===== src/rtl/instr_prefetch_queue_if.sv =====
// Fetch-side bundle between the prefetch queue, instruction memory and controller.
// Perf counter signals exist only when FETCH_PERF_CNT_EN is defined.
interface instr_prefetch_queue_if #(
    parameter int PC_W  = 10,
    parameter int DEPTH = 4
);
    localparam int CW = $clog2(DEPTH + 1);

    logic            fetch_en;
    logic            imem_req;
    logic [PC_W-1:0] imem_addr;
    logic [31:0]     imem_rdata;
    logic            out_valid;
    logic            out_ready;
    logic [31:0]     out_instr;
    logic [PC_W-1:0] out_pc;
    logic            redirect_valid;
    logic [PC_W-1:0] redirect_pc;
    logic [PC_W-1:0] fetch_pc;
    logic [CW-1:0]   count;
`ifdef FETCH_PERF_CNT_EN
    logic [15:0]     perf_fetched;
    logic [15:0]     perf_flushed;
    logic [15:0]     perf_stall;

    modport slave (
        input  fetch_en, imem_rdata, out_ready, redirect_valid, redirect_pc,
        output imem_req, imem_addr, out_valid, out_instr, out_pc, fetch_pc, count,
        output perf_fetched, perf_flushed, perf_stall
    );
    modport master (
        output fetch_en, imem_rdata, out_ready, redirect_valid, redirect_pc,
        input  imem_req, imem_addr, out_valid, out_instr, out_pc, fetch_pc, count,
        input  perf_fetched, perf_flushed, perf_stall
    );
`else
    modport slave (
        input  fetch_en, imem_rdata, out_ready, redirect_valid, redirect_pc,
        output imem_req, imem_addr, out_valid, out_instr, out_pc, fetch_pc, count
    );
    modport master (
        output fetch_en, imem_rdata, out_ready, redirect_valid, redirect_pc,
        input  imem_req, imem_addr, out_valid, out_instr, out_pc, fetch_pc, count
    );
`endif
endinterface


===== src/rtl/instr_prefetch_queue.sv =====
// Instruction prefetch queue: owns the PC, issues 1-cycle-latency imem reads and buffers
// {instr, pc} in a small FIFO. Define FETCH_PERF_CNT_EN to add saturating perf counters.
module instr_prefetch_queue #(
    parameter int          PC_W     = 10,
    parameter int          DEPTH    = 4,
    parameter int unsigned RESET_PC = 0
) (
    input  logic                  clk,
    input  logic                  reset,
    instr_prefetch_queue_if.slave bus
);
    localparam int AW = $clog2(DEPTH);
    localparam int CW = $clog2(DEPTH + 1);

    typedef enum logic [1:0] {IDLE, RUN, PAUSE} state_e;
    typedef struct packed {
        logic [31:0]     instr;
        logic [PC_W-1:0] pc;
    } entry_t;

    state_e          state_q, state_d;
    entry_t          mem_q [DEPTH];
    logic [AW-1:0]   rd_ptr_q, wr_ptr_q;
    logic [CW-1:0]   count_q, count_d;
    logic            inflight_q;
    logic [PC_W-1:0] tag_q;
    logic [PC_W-1:0] fetch_pc_q, fetch_pc_d;
    logic [CW:0]     occ;
    logic            req, push, pop;

    // Credit counts the outstanding response so the FIFO can never overflow.
    assign occ  = {1'b0, count_q} + {{CW{1'b0}}, inflight_q};
    assign req  = (state_q == RUN) && !bus.redirect_valid && (occ < (CW+1)'(DEPTH));
    assign push = inflight_q && !bus.redirect_valid;
    assign pop  = (count_q != '0) && bus.out_ready;

    always_comb begin
        state_d = state_q;
        case (state_q)
            IDLE:    state_d = bus.fetch_en ? RUN : PAUSE;
            RUN:     if (!bus.fetch_en) state_d = PAUSE;
            PAUSE:   if (bus.fetch_en) state_d = RUN;
            default: state_d = IDLE;
        endcase
    end

    always_comb begin
        fetch_pc_d = fetch_pc_q;
        if (bus.redirect_valid) fetch_pc_d = bus.redirect_pc;
        else if (req)           fetch_pc_d = fetch_pc_q + PC_W'(1);
        count_d = count_q;
        if (push && !pop)      count_d = count_q + CW'(1);
        else if (!push && pop) count_d = count_q - CW'(1);
    end

    always_ff @(posedge clk) begin
        if (reset) begin
            state_q    <= IDLE;
            fetch_pc_q <= PC_W'(RESET_PC);
            count_q    <= '0;
            inflight_q <= 1'b0;
            tag_q      <= '0;
            rd_ptr_q   <= '0;
            wr_ptr_q   <= '0;
        end else begin
            state_q    <= state_d;
            fetch_pc_q <= fetch_pc_d;
            inflight_q <= req;
            if (req) tag_q <= fetch_pc_q;
            // The same-cycle pop is honoured, but a flush empties the queue anyway.
            if (bus.redirect_valid) begin
                count_q  <= '0;
                rd_ptr_q <= '0;
                wr_ptr_q <= '0;
            end else begin
                count_q <= count_d;
                if (push) wr_ptr_q <= wr_ptr_q + AW'(1);
                if (pop)  rd_ptr_q <= rd_ptr_q + AW'(1);
            end
        end
    end

    always_ff @(posedge clk) begin
        if (!reset && push) mem_q[wr_ptr_q] <= '{instr: bus.imem_rdata, pc: tag_q};
    end

    assign bus.imem_req  = req;
    assign bus.imem_addr = fetch_pc_q;
    assign bus.fetch_pc  = fetch_pc_q;
    assign bus.count     = count_q;
    assign bus.out_valid = (count_q != '0);
    assign bus.out_instr = mem_q[rd_ptr_q].instr;
    assign bus.out_pc    = mem_q[rd_ptr_q].pc;

    no_overflow_a : assert property (@(posedge clk) disable iff (reset)
        !(push && (count_q == CW'(DEPTH))));

`ifdef FETCH_PERF_CNT_EN
    logic [15:0] fetched_q, flushed_q, stall_q;

    always_ff @(posedge clk) begin
        if (reset) begin
            fetched_q <= '0;
            flushed_q <= '0;
            stall_q   <= '0;
        end else begin
            if (push && (fetched_q != 16'hFFFF)) fetched_q <= fetched_q + 16'd1;
            if (bus.redirect_valid && (flushed_q != 16'hFFFF)) flushed_q <= flushed_q + 16'd1;
            if ((state_q == RUN) && !req && !bus.redirect_valid && (stall_q != 16'hFFFF))
                stall_q <= stall_q + 16'd1;
        end
    end

    assign bus.perf_fetched = fetched_q;
    assign bus.perf_flushed = flushed_q;
    assign bus.perf_stall   = stall_q;
`endif
endmodule


===== src/flat_wrapper.sv =====
// flat-port wrapper written by rule: the top's interface ports become plain ports
module instr_prefetch_queue_flat 
#(
    parameter int          PC_W     = 10,
    parameter int          DEPTH    = 4,
    parameter int unsigned RESET_PC = 0
)
  (clk, reset, bus_fetch_en, bus_imem_rdata, bus_out_ready, bus_redirect_valid, bus_redirect_pc, bus_imem_req, bus_imem_addr, bus_out_valid, bus_out_instr, bus_out_pc, bus_fetch_pc, bus_count);
  instr_prefetch_queue_if #(.PC_W(PC_W), .DEPTH(DEPTH)) bus_i ();
  input  logic clk;
  input  logic reset;
  input wire logic [$bits(bus_i.fetch_en)-1:0] bus_fetch_en;
  input wire logic [$bits(bus_i.imem_rdata)-1:0] bus_imem_rdata;
  input wire logic [$bits(bus_i.out_ready)-1:0] bus_out_ready;
  input wire logic [$bits(bus_i.redirect_valid)-1:0] bus_redirect_valid;
  input wire logic [$bits(bus_i.redirect_pc)-1:0] bus_redirect_pc;
  output wire logic [$bits(bus_i.imem_req)-1:0] bus_imem_req;
  output wire logic [$bits(bus_i.imem_addr)-1:0] bus_imem_addr;
  output wire logic [$bits(bus_i.out_valid)-1:0] bus_out_valid;
  output wire logic [$bits(bus_i.out_instr)-1:0] bus_out_instr;
  output wire logic [$bits(bus_i.out_pc)-1:0] bus_out_pc;
  output wire logic [$bits(bus_i.fetch_pc)-1:0] bus_fetch_pc;
  output wire logic [$bits(bus_i.count)-1:0] bus_count;
  assign bus_i.fetch_en = bus_fetch_en;
  assign bus_i.imem_rdata = bus_imem_rdata;
  assign bus_i.out_ready = bus_out_ready;
  assign bus_i.redirect_valid = bus_redirect_valid;
  assign bus_i.redirect_pc = bus_redirect_pc;
  assign bus_imem_req = bus_i.imem_req;
  assign bus_imem_addr = bus_i.imem_addr;
  assign bus_out_valid = bus_i.out_valid;
  assign bus_out_instr = bus_i.out_instr;
  assign bus_out_pc = bus_i.out_pc;
  assign bus_fetch_pc = bus_i.fetch_pc;
  assign bus_count = bus_i.count;
  instr_prefetch_queue #(.PC_W(PC_W), .DEPTH(DEPTH), .RESET_PC(RESET_PC)) u_core (.clk(clk), .reset(reset), .bus(bus_i));
endmodule

===== config.mk =====
export PLATFORM = sky130hd
export DESIGN_NAME = instr_prefetch_queue_flat
export DESIGN_NICKNAME = d
export VERILOG_FILES = /design/src/rtl/instr_prefetch_queue_if.sv /design/src/rtl/instr_prefetch_queue.sv /design/src/flat_wrapper.sv
export SDC_FILE = /design/constraint.sdc
export NUM_CORES = 1
export LEC_CHECK = 0
export BUFFER_PORTS_ARGS = -buffer_cell sky130_fd_sc_hd__buf_2
export CAP_MARGIN = 10
export CELL_PAD_IN_SITES_DETAIL_PLACEMENT = 0
export CELL_PAD_IN_SITES_GLOBAL_PLACEMENT = 1
export CORE_MARGIN = 5
export CORE_UTILIZATION = 45
export DETAILED_ROUTE_END_ITERATION = 6
export GPL_ROUTABILITY_DRIVEN = 0
export PLACE_DENSITY_LB_ADDON = 0.05
export SYNTH_ARGS = -nofsm -noshare
export SYNTH_HDL_FRONTEND = slang
export SYNTH_SLANG_ARGS = --single-unit

===== constraint.sdc =====
create_clock -name clk -period 5 [get_ports clk]
set_clock_uncertainty 0.05 [all_clocks]
set_input_delay 0.75 -clock clk [delete_from_list [all_inputs] [get_ports clk]]
set_output_delay 0.75 -clock clk [all_outputs]
set_load 0.1 [all_outputs]

==> reports/qor.txt <==
Status - complete, no violations
Setup crit start kind - input port
Hold_buf cts - 0
Die width - 140 um
Reg2Reg Depth - 8
Worst-path clk slew - 0.07 ns
Initial Util - 45.8%
Post-synthesis cell type count - 44
Die ar. - 0.0196 sq mm
Sink Count - 200
Setup TNS - 0 ns
Max-slew violation count - 0
Critical path endpoint category - output pin
Routed vias - 3814
Die extent in y - 140 um
Worst-Margin Slew - 0.890 ns
IO Count - 114
Crit path launch - bus_redirect_valid
Register area share after synthesis - 74.9%
WL final - 14200 um
Antenna cells - 0
Flop2flop setup slack - 2.74 ns
Reg2Reg Capture Point - u_core.bus.count[2]
Synth async-reset ratio - 0%
Fmax - 310 MHz
Fin crit share - 64.5%
Unrepaired setup endpoints after global routing - no
Yosys warns - 0
Main synth FF type - edfxtp_1
Clock buffer count from CTS - 17
First-pass GRT wire length - 22300 um
Fin area - 0.00887 sq mm
Crit path kind - in -> out
Layout cell share with drive strength beyond 1 - 37.8%
Count of standard-cell rows - 47
Drt wl/cell - 19.1 um
Area after DPL - 0.00832 sq mm
End of the critical path - bus_imem_req
Critical Path RT - 4.20 ns
Syn_nets - 458
Final hold viol count - 0
Syn-to-layout area delta - 16.8%
Cell Area, Synth - 0.00759 sq mm
Arrival time at the worst endpoint - 2.43 ns
Largest net degree at the start of global routing - 43
Via-per-instance ratio - 5.13
GR Overflow Total - 0
CTS tree - built
Fin crit period - 3.23 ns
Clock tree buffer depth - 2
Initial antenna violation count - 0
DRT antenna net count - 0
Endpoints failing setup - 0
Post-synth EDFFs - 168
CTS H-Tree Depth - 4
# nets final - 565
Syn_area_per_cell - 18.8 sq um
Vias in the first global route - 4050
Yosys top cell by area - edfxtp_1
Top cell type's share of synthesized area - 66.4%
Cells after Synth - 404
DR iter-0 viols - 195
Slew HR - 40.6%
Total GRT Usage - 15.0%
Post-CTS Setup Inserts - 0
FF-to-FF Start - u_core.bus.count[2]
DRC viols - 0
Synth area leaders - edfxtp_1 66%, mux4_2 12%, dfxtp_1 8.4%
Number of I/O port buffers - 113
Core area - 0.0166 sq mm
DR pass1 iterations - 4
PwrDens - 371 mW/mm^2
Worst Hold Class - in -> reg
Worst Path Max Fanout - 19
VDD IR-drop max - 0.229 mV
Root Driver - clkbuf_16
DP Wirelength - 8710 um
Max-Cap Viols - 0
Clock Latency Late Sink - 0.42 ns
Leakage - 2.95 nW
Flops & latches, synth - 200
Post-CTS Resized - 0
==> routing by layer <==
metal | up-vias | part of all wire, % | GRT usage, %
li1 | 1807 | - | -
met2 | 89 | 50 | 24.7
met4 | 0 | 0.74 | 4.28
met5 | - | 0 | 0
met3 | 6 | 5.2 | 4.50
met1 | 1912 | 44 | 19.4
==> worst min path at each step <==
stage                         end  slack, ns  cells after the start            start
2_1_floorplan  u_core.mem_q[0][0]       0.41                      0  u_core.tag_q[0]
3_3_place_gp   u_core.mem_q[2][5]       0.44                      0  u_core.tag_q[5]
3_5_place_dp      u_core.tag_q[0]       0.45                      2  u_core.tag_q[0]
4_1_cts         u_core.state_q[1]       0.42                      2     bus_fetch_en
5_1_grt         u_core.state_q[1]       0.42                      2     bus_fetch_en
6_report        u_core.state_q[1]       0.43                      2     bus_fetch_en
==> metrics by stage <==
| step | setup WS [ns] | cells | util, % | total power, mW | hold slack [ns] |
|---|---|---|---|---|---|
| after floorplan | 1.83 | 404 | - | 2.00 | 0.410 |
| after global placement | 1.85 | 712 | 50.1 | 2.04 | 0.435 |
| after detailed placement | 1.77 | 712 | 50.1 | 2.04 | 0.447 |
| after CTS | 1.76 | 744 | 53.5 | 3.32 | 0.419 |
| after global routing | 1.63 | 744 | 53.5 | 3.41 | 0.417 |
| final | 1.77 | 744 | 53.5 | 3.29 | 0.432 |
==> kinds of logic after synthesis <==
family                     count (synthesis)  synth area share [%]
buffers and inverters                     39                  2.64
DFF                                      200                  74.9
xor gates and xnor gates                   5                 0.577
AOI/OAI and AO/OA                         37                  2.85
adders and majority gates                  7                  1.25
and+or+nand+nor                           72                  5.09
muxes                                     44                  12.7
==> final cells by class <==
type / count / area, sq um
fill: 1422 / 7710
sequential: 200 / 5690
multi-input combinational: 165 / 1710
timing repair buffer: 118 / 603
clock buffer: 19 / 433
tap: 220 / 275
clock inverter: 13 / 124
inverter: 9 / 33.8
==> cells in the final DEF (no fill, tap or decap), types with 2 or more instances in the layout <==
cell / n
nand4_1: 2
and2_1: 2
a22oi_1: 2
buf_4: 5
edfxtp_1: 168
buf_2: 113
a31oi_1: 5
nand2_1: 26
o311ai_0: 3
nor2b_1: 2
ha_1: 6
mux2i_1: 2
or4_1: 3
clkinv_4: 3
a21oi_1: 20
clkbuf_1: 2
and3_1: 2
o21ai_0: 3
clkbuf_16: 17
or3_1: 3
inv_6: 2
nand2b_1: 3
and3_2: 4
clkinv_1: 2
clkinvlp_4: 4
nand3_1: 5
xor2_1: 4
o22ai_1: 2
mux4_2: 42
nor2_1: 10
dfxtp_1: 30
inv_1: 8
==> report_power, final <==
group	total, mW	internal (mW)	switching [mW]	leakage [nW]
logic	0.182	0.0382	0.143	0.957
registers	1.82	1.81	0.0153	1.73
clock network	1.28	0.692	0.592	0.260
total	3.29	2.54	0.751	2.95
==> Yosys cell counts (2+ instances only) <==
library cell  number
a21oi_1           20
a22oi_1            2
a31oi_1            5
and2_1             2
and3_1             6
buf_2              6
buf_4             10
clkbuf_1          11
dfxtp_1           32
edfxtp_1         168
ha_1               6
inv_1              8
mux2i_1            2
mux4_2            42
nand2_1           26
nand2b_1           3
nand3_1            5
nand4_1            2
nor2_1            10
nor2b_1            2
o21ai_0            3
o22ai_1            2
o311ai_0           3
or3_1              3
or4_1              3
xor2_1             4
==> registers in the layout, summed over array words and instances (netlist names), named ones only <==
| name | count |
|---|---|
| u_core.inflight_q | 1 |
| u_core.wr_ptr_q | 2 |
| u_core.bus.count | 3 |
| u_core.state_q | 2 |
| u_core.mem_q | 168 |
| u_core.rd_ptr_q | 2 |
| u_core.tag_q | 10 |
| u_core.bus.fetch_pc | 10 |
==> critical path, stage by stage <==
cell      delay [ns]
buf_2           0.30
nor4b_4         0.09
nand2_2         0.28
clkinv_1        0.52
buf_2           0.48
Note: power is estimated with default switching activity, not from simulation.
